File: config.mk
export PLATFORM = sky130hd
export DESIGN_NAME = uart_rx_frame
export DESIGN_NICKNAME = d
export VERILOG_FILES = /design/src/rtl/uart_pkg.sv /design/src/rtl/uart_rx_sampler.sv /design/src/rtl/uart_rx_frame.sv
export SDC_FILE = /design/constraint.sdc
export NUM_CORES = 1
export LEC_CHECK = 0
export CAP_MARGIN = 30
export CORE_MARGIN = 3
export CORE_UTILIZATION = 60
export CTS_CLUSTER_DIAMETER = 40
export CTS_CLUSTER_SIZE = 10
export DETAILED_ROUTE_END_ITERATION = 8
export GPL_TIMING_DRIVEN = 0
export PLACE_DENSITY = 0.8
export SKIP_CTS_REPAIR_TIMING = 1
export SLEW_MARGIN = 40
export SYNTH_ARGS = -nofsm -noshare
export SYNTH_HDL_FRONTEND = slang
export SYNTH_SLANG_ARGS = --single-unit
File: constraint.sdc
create_clock -name clk -period 5.7 [get_ports clk]
set_input_delay 1.14 -clock clk [delete_from_list [all_inputs] [get_ports clk]]
set_output_delay 1.14 -clock clk [all_outputs]
set_load 0.005 [all_outputs]
File: src/rtl/uart_pkg.sv
// Shared definitions for the UART receive path: FSM encodings, default
// oversampling ratio and the legal parameter ranges.
package uart_pkg;

  typedef enum logic [2:0] {
    ST_IDLE   = 3'd0,
    ST_START  = 3'd1,
    ST_DATA   = 3'd2,
    ST_PARITY = 3'd3,
    ST_STOP   = 3'd4
  } rx_state_t;

  localparam int DEFAULT_OVERSAMPLE = 16;

  localparam int DATA_BITS_MIN = 5;
  localparam int DATA_BITS_MAX = 9;
  localparam int STOP_BITS_MIN = 1;
  localparam int STOP_BITS_MAX = 2;

endpackage

File: src/rtl/uart_rx_sampler.sv
// RX line conditioning: 2-flop synchroniser plus 3-sample majority vote
// around the bit centre (counts OVERSAMPLE/2-1, OVERSAMPLE/2, OVERSAMPLE/2+1).
module uart_rx_sampler
  import uart_pkg::*;
#(
  parameter int OVERSAMPLE = DEFAULT_OVERSAMPLE
) (
  input  logic                          clk,
  input  logic                          reset,
  input  logic                          i_rx,
  input  logic                          i_tick,
  input  logic [$clog2(OVERSAMPLE)-1:0] i_cnt,
  output logic                          o_rx_sync,
  output logic                          o_vote
);

  localparam int CW = $clog2(OVERSAMPLE);
  localparam logic [CW-1:0] CNT_A = CW'(OVERSAMPLE / 2 - 1);
  localparam logic [CW-1:0] CNT_B = CW'(OVERSAMPLE / 2);

  logic r_sync1;
  logic r_sync2;
  logic r_smp_a;
  logic r_smp_b;

  function automatic logic maj3(input logic a, input logic b, input logic c);
    return (a & b) | (a & c) | (b & c);
  endfunction

  always_ff @(posedge clk) begin
    if (reset) begin
      r_sync1 <= 1'b1;
      r_sync2 <= 1'b1;
    end else begin
      r_sync1 <= i_rx;
      r_sync2 <= r_sync1;
    end
  end

  // The first two samples are held; the third is the live value at the vote tick.
  always_ff @(posedge clk) begin
    if (i_tick && (i_cnt == CNT_A)) r_smp_a <= r_sync2;
    if (i_tick && (i_cnt == CNT_B)) r_smp_b <= r_sync2;
  end

  assign o_rx_sync = r_sync2;
  assign o_vote    = maj3(r_smp_a, r_smp_b, r_sync2);

endmodule

File: src/rtl/uart_rx_frame.sv
// Oversampled UART frame receiver (LSB first, 1-2 stop bits, break lockout).
// Optional parity checking is compiled in with `define UART_RX_PARITY_EN.
module uart_rx_frame
  import uart_pkg::*;
#(
  parameter int DATA_BITS  = 8,
  parameter int OVERSAMPLE = DEFAULT_OVERSAMPLE,
  parameter int STOP_BITS  = 1
) (
  input  logic                 clk,
  input  logic                 reset,
  input  logic                 i_rx,
  input  logic                 i_baud_tick,
  input  logic                 i_parity_odd,
  output logic [DATA_BITS-1:0] o_rx_data,
  output logic                 o_rx_done,
  output logic                 o_frame_err,
  output logic                 o_parity_err,
  output logic                 o_busy
);

  localparam int CW = $clog2(OVERSAMPLE);
  localparam int BW = $clog2(DATA_BITS + 1);
  localparam logic [CW-1:0] CNT_LAST  = CW'(OVERSAMPLE - 1);
  localparam logic [CW-1:0] CNT_VOTE  = CW'(OVERSAMPLE / 2 + 1);
  localparam logic [BW-1:0] BITS_LAST = BW'(DATA_BITS);
  localparam logic          STOP_LAST = 1'(STOP_BITS - 1);

  if (DATA_BITS < DATA_BITS_MIN || DATA_BITS > DATA_BITS_MAX) begin : g_bad_data_bits
    $error("uart_rx_frame: DATA_BITS out of range");
  end
  if (STOP_BITS < STOP_BITS_MIN || STOP_BITS > STOP_BITS_MAX) begin : g_bad_stop_bits
    $error("uart_rx_frame: STOP_BITS out of range");
  end

  rx_state_t            r_state;
  logic [CW-1:0]        r_cnt;
  logic [BW-1:0]        r_bitcnt;
  logic                 r_stopcnt;
  logic                 r_armed;
  logic                 r_ferr;
  logic [DATA_BITS-1:0] r_shreg;
  logic [DATA_BITS-1:0] r_rx_data;
  logic                 r_done;
  logic                 r_frame_err;
`ifdef UART_RX_PARITY_EN
  logic                 r_perr;
  logic                 r_parity_err;
`endif

  logic          w_rx_sync;
  logic          w_vote;
  logic [CW-1:0] w_cnt_nxt;

  uart_rx_sampler #(
    .OVERSAMPLE(OVERSAMPLE)
  ) u_sampler (
    .clk      (clk),
    .reset    (reset),
    .i_rx     (i_rx),
    .i_tick   (i_baud_tick),
    .i_cnt    (r_cnt),
    .o_rx_sync(w_rx_sync),
    .o_vote   (w_vote)
  );

  assign w_cnt_nxt = (r_cnt == CNT_LAST) ? '0 : r_cnt + 1'b1;

  // Data-only shift register: every bit is overwritten before it is used.
  always_ff @(posedge clk) begin
    if (i_baud_tick && (r_state == ST_DATA) && (r_cnt == CNT_VOTE))
      r_shreg <= {w_vote, r_shreg[DATA_BITS-1:1]};
  end

  always_ff @(posedge clk) begin
    if (reset) begin
      r_state     <= ST_IDLE;
      r_cnt       <= '0;
      r_bitcnt    <= '0;
      r_stopcnt   <= 1'b0;
      r_armed     <= 1'b1;
      r_ferr      <= 1'b0;
      r_rx_data   <= '0;
      r_done      <= 1'b0;
      r_frame_err <= 1'b0;
`ifdef UART_RX_PARITY_EN
      r_perr       <= 1'b0;
      r_parity_err <= 1'b0;
`endif
    end else begin
      r_done <= 1'b0;
      if (i_baud_tick) begin
        if (w_rx_sync) r_armed <= 1'b1;
        case (r_state)
          ST_IDLE: begin
            if (!w_rx_sync && r_armed) begin
              r_state <= ST_START;
              r_cnt   <= CW'(1);
              r_ferr  <= 1'b0;
`ifdef UART_RX_PARITY_EN
              r_perr  <= 1'b0;
`endif
            end
          end
          ST_START: begin
            if ((r_cnt == CNT_VOTE) && w_vote) begin
              r_state <= ST_IDLE;
              r_cnt   <= '0;
            end else begin
              r_cnt <= w_cnt_nxt;
              if (r_cnt == CNT_LAST) begin
                r_state  <= ST_DATA;
                r_bitcnt <= '0;
              end
            end
          end
          ST_DATA: begin
            r_cnt <= w_cnt_nxt;
            if (r_cnt == CNT_VOTE) r_bitcnt <= r_bitcnt + 1'b1;
            if ((r_cnt == CNT_LAST) && (r_bitcnt == BITS_LAST)) begin
              r_stopcnt <= 1'b0;
`ifdef UART_RX_PARITY_EN
              r_state   <= ST_PARITY;
`else
              r_state   <= ST_STOP;
`endif
            end
          end
`ifdef UART_RX_PARITY_EN
          ST_PARITY: begin
            r_cnt <= w_cnt_nxt;
            if ((r_cnt == CNT_VOTE) && (w_vote != ((^r_shreg) ^ i_parity_odd)))
              r_perr <= 1'b1;
            if (r_cnt == CNT_LAST) r_state <= ST_STOP;
          end
`endif
          ST_STOP: begin
            if ((r_cnt == CNT_VOTE) && (r_stopcnt == STOP_LAST)) begin
              // Finish at mid stop bit so a back-to-back start edge is not missed.
              r_state     <= ST_IDLE;
              r_cnt       <= '0;
              r_rx_data   <= r_shreg;
              r_frame_err <= r_ferr | ~w_vote;
              r_done      <= 1'b1;
`ifdef UART_RX_PARITY_EN
              r_parity_err <= r_perr;
`endif
              if (r_ferr || !w_vote) r_armed <= 1'b0;
            end else begin
              r_cnt <= w_cnt_nxt;
              if ((r_cnt == CNT_VOTE) && !w_vote) r_ferr <= 1'b1;
              if (r_cnt == CNT_LAST) r_stopcnt <= r_stopcnt + 1'b1;
            end
          end
          default: begin
            r_state <= ST_IDLE;
            r_cnt   <= '0;
          end
        endcase
      end
    end
  end

  assign o_rx_data   = r_rx_data;
  assign o_rx_done   = r_done;
  assign o_frame_err = r_frame_err;
  assign o_busy      = (r_state != ST_IDLE);
`ifdef UART_RX_PARITY_EN
  assign o_parity_err = r_parity_err;
`else
  // Parity select has no function without a parity bit in the frame.
  assign o_parity_err = i_parity_odd & 1'b0;
`endif

endmodule

== Word level (Yosys, flattened, before mapping) ==
Cells that the tools add are included.
Word-level totals
  flip-flop bits (word level): 36
Cells by class
  $add $sub $neg: 3
  equality and inequality tests: 18
  mux-type cells: 28
  bitwise operators: 10
  reduce and logical (&&, ||, !) cells: 24
Operators with widths (count)
  4-bit two-way mux: 7
  5-bit AND reduction: 4
  4-bit equality test, second input constant: 4
  4-bit case mux with 4 select lines: 1
  3-bit two-way mux: 5
  2-bit != test, second input constant: 7
  3-bit case mux with 4 select lines: 1
  1-bit two-way mux: 11
  1-bit logical AND: 9
  4-bit by 1-bit adder with 4-bit output, second input constant: 2
  4-bit case mux with 2 select lines: 1
  2-bit nonzero test: 3
  4-bit by 3-bit equality test with 1-bit output, second input constant: 1
  2-bit by 1-bit != test with 1-bit output, second input constant: 2
  1-bit NOT: 4
  1-bit case mux with 2 select lines: 2
  1-bit AND: 3
  3-bit by 1-bit equality test with 1-bit output, second input constant: 1
  3-bit by 2-bit equality test with 1-bit output, second input constant: 1
  3-bit equality test, second input constant: 1
  3-bit zero test: 1
  3-bit != test, second input constant: 1
  1-bit bitwise OR: 3
  3-bit AND reduction: 1
  6 further kinds: 7

== Depth between registers and ports, before layout ==
  depth in word-level cells: 8
  gate-level depth with buffers: 8

== Cells and area by module ==
A second synthesis with hierarchy kept.
Unflattened totals
  cell total of the unflattened synthesis: 161
  area total of the unflattened synthesis: 1641.6 um^2
Modules (own cells, without submodules)
  uart_rx_frame: instances 1, cells an instance 150, area each 1486.4 um^2, sequential area each 720.7 um^2
  uart_rx_sampler: instances 1, cells an instance 11, area each 155.1 um^2, sequential area each 100.1 um^2

== Worst setup path before layout ==
No wires, ideal clock.
  path kind: input-to-reg
  start: input i_baud_tick
  end: register r_bitcnt[3]
  arrival time: 2055 ps
  slack: 3557 ps
  stages: 4
  path through: nand2_1 nor2_1 a41oi_1 a311oi_2
On the way
  longest elaborated chain between the ends: 1
Ends and longest elaborated chain
  from (decl): RTL line uart_rx_frame.sv:13  | input logic i_baud_tick,
  5-bit AND reduction (no source line)
  to (signal assigned): RTL line uart_rx_frame.sv:119  | if (r_cnt == CNT_VOTE) r_bitcnt <= r_bitcnt + 1'b1;
  to (decl): RTL line uart_rx_frame.sv:38  | logic [BW-1:0] r_bitcnt;
No other way between the ends.
A chain may end at the register's enable or synchronous reset.

== Worst setup path after layout ==
  start: register r_state[0]
  end: output o_busy
On the way
  longest elaborated chain between the ends: 1
Ends and longest elaborated chain
  from (decl): RTL line uart_rx_frame.sv:36  | rx_state_t r_state;
  from (signal assigned): RTL line uart_rx_frame.sv:77  | r_state <= ST_IDLE;
  from (signal assigned): RTL line uart_rx_frame.sv:97  | r_state <= ST_START;
  from (signal assigned): RTL line uart_rx_frame.sv:107  | r_state <= ST_IDLE;
  3-bit nonzero test: RTL line uart_rx_frame.sv:167  | assign o_busy = (r_state != ST_IDLE);
  to (decl): RTL line uart_rx_frame.sv:19  | output logic o_busy
No other way between the ends.

==> results.yml <==
min_path:
  hold_class: "reg2reg"
synth:
  netlist_instances: 164
  synth-edff-count: 10
  ys_ff_latch: 36
  yosysWarnings: 0
  synth_nets: 174
  syn_avg_cell_area_um2: 10.4
  synthArstFlopShare_pct: 0
  syn_area_um2: 1700
  ys_seq_area_share_pct: 48.3
  synth-main-ff-cell: "dfxtp_1"
  yosys.cell_types.count: 50
die:
  die-area_um2: 3510
  start_util_pct: 65.6
  ios: 17
  die_h_um: 59.2
  core_um2: 2590
  die_x_um: 59.2
  num_rows: 18
power_and_ir_drop:
  ir_drop_uv: 236
  powerDensity_nw_per_um2: 246
  leakage_nw: 0.726
sta:
  setup_viol: 0
  max_freq_ghz: 0.349
  hold-worst-slack_ps: 427
  fin_crit_ps: 2870
  final_hold_viol_count: 0
  rsz0062_at_grt: "no"
  tns_ps: 0
  maxSlewViolCount: 0
  fin_skew_ps: 16.4
  period_share_pct: 50.3
final_layout:
  utilization_pct: 74.1
  nFillCells: 207
  syn2layout_area_growth_pct: 12.9
  layout_commonest_cell: "dfxtp_1"
  seq_area_um2: 821
  layout_common_cells: "26 x dfxtp_1, 16 x nor2_1, 13 x clkdlybuf4s50_1"
  multiInputGateArea_um2: 796
  fin_nets: 194
  layout-drive-gt1-share_pct: 13.0
  n_antenna_cell: 0
critical_path:
  critPathCaptureType: "output pin"
  critPathKind: "reg2out"
  crit_required_ps: 4560
  crit_chain: "buf_2 -> or3_1 -> clkdlybuf4s50_1"
  start_kind: "flip-flop"
  cpPeakStageDelay_ps: 480
  crit_arrival_ps: 1730
  cp_slowest_cell: "clkdlybuf4s50_1"
  cp_max_fo: 10
global_routing:
  grt_use_total_pct: 21.5
  grt_max_degree: 12
  grt_overflow: 0
  antenna_found_initial: 0
  grt_pass1_wl_um: 5530
  grt_pass1_vias: 1164
detailed_routing:
  wl_met3_um: 195
  ant_nets: 0
  wl_met2_um: 1470
  top_layer: "met4"
  vias: 1268
  drtIter0Drc: 58
  drt-pass1-iter-count: 4
  wl_per_cell_um: 15.1
  drc: 0
  wl_met1_um: 1520
  finalWirelength_um: 3240
  vias_per_cell: 5.90
cts:
  clk_pin_slew_ps: 100
  cts-buffers-inserted: 5
  cts_tree: "yes"
  insertion_delay_ps: 350
  cts_sinks: 36
  root_buffer: "clkbuf_4"
  cts.path.max_buffers: 2
  htree_levels: 2
placed_design:
  dp_hpwl_um: 2360
  gp_congestion: 0.928
  io_buffers: 13
flow_run:
  cap_violations: 0
status:
  outcome: "complete, no violations"
worst max-delay path: cells and delay by family, from the launching register on:
kind          cells  cell delay (ps)
flops             1              310
buf+inv           2              650
simple gates      1              440
kinds of logic after synthesis:
group	share of synthesized area [%]
DFF	48.3
buffers and inverters	5.01
xor gates and xnor gates	0.516
muxes	5.30
AOI/OAI and AO/OA	16.6
adders and majority gates	4.27
other	0.221
and+or+nand+nor	19.7
per-stage QoR:
step | instances | worst slack (ps) | power, mW | instance area [µm²]
finish | 215 | 2830 | 0.472 | 1920
global route | 215 | 2750 | 0.495 | 1920
floorplan | 164 | 3560 | 0.330 | 1700
CTS | 215 | 2820 | 0.474 | 1920
detailed placement | 207 | 2520 | 0.349 | 1870
global placement | 207 | 2590 | 0.346 | 1870
registers in the layout (all words and copies together), names as in the netlist:
register             cells
u_sampler.r_smp_a        1
r_ferr                   1
r_cnt                    4
r_stopcnt                1
u_sampler.o_rx_sync      1
o_frame_err              1
u_sampler.r_sync1        1
r_state                  3
o_rx_done                1
r_bitcnt                 4
r_armed                  1
u_sampler.r_smp_b        1
o_rx_data                8
r_shreg                  8
routing by layer:
layer / track usage, % / up-vias
li1: - / 629
met1: 27.4 / 594
met2: 32.9 / 40
met3: 8.50 / 5
met4: 7.77 / 0
met5: 0 / -
power by group:
group / total (mW) / internal, mW / switching, mW / leakage (nW)
Combinational: 0.0731 / 0.0316 / 0.0415 / 0.399
Sequential: 0.271 / 0.267 / 0.00409 / 0.300
Clock: 0.128 / 0.0457 / 0.0823 / 0.0273
path summary, 6_finish.rpt:
| check | slack, ps | cells past startpoint | to | startpoint |
|---|---|---|---|---|
| setup / recovery | 2830 | 3 | o_busy | r_state[0] |
| hold / removal | 430 | 1 | u_sampler.o_rx_sync | u_sampler.r_sync1 |
| setup reg to reg | 3650 | 7 | r_bitcnt[3] | r_cnt[1] |
| hold reg to reg | 430 | 1 | u_sampler.o_rx_sync | u_sampler.r_sync1 |
synth_stat cells (all sizes together) (2+ instances only):
library cell,number,area [µm²]
nor2b,2,12.5
or2,2,12.5
or3,2,12.5
edfxtp,10,300
a2111oi,2,36.3
dfxtp,26,521
a21o,3,22.5
mux2i,9,90.1
o21ai,7,42.5
or3b,3,31.3
and3,2,12.5
nand3,5,25.0
nor2,17,63.8
nor3,4,30.0
nor3b,3,22.5
ha,5,62.6
nand2,8,30.0
o31ai,2,15.0
buf,6,47.5
a211oi,2,15.0
clkbuf,3,11.3
inv,7,26.3
a21oi,11,55.1
nand2b,3,18.8
cell type report:
cell class / instances / area share (%)
sequential: 36 / 42.8
tap: 30 / 1.96
timing repair buffer: 13 / 6.78
buffer: 9 / 3.07
inverter: 7 / 1.37
clock buffer: 6 / 2.15
multi-input combinational: 112 / 41.5
clock inverter: 2 / 0.391
No activity file was read; power rests on OpenSTA's default activity.
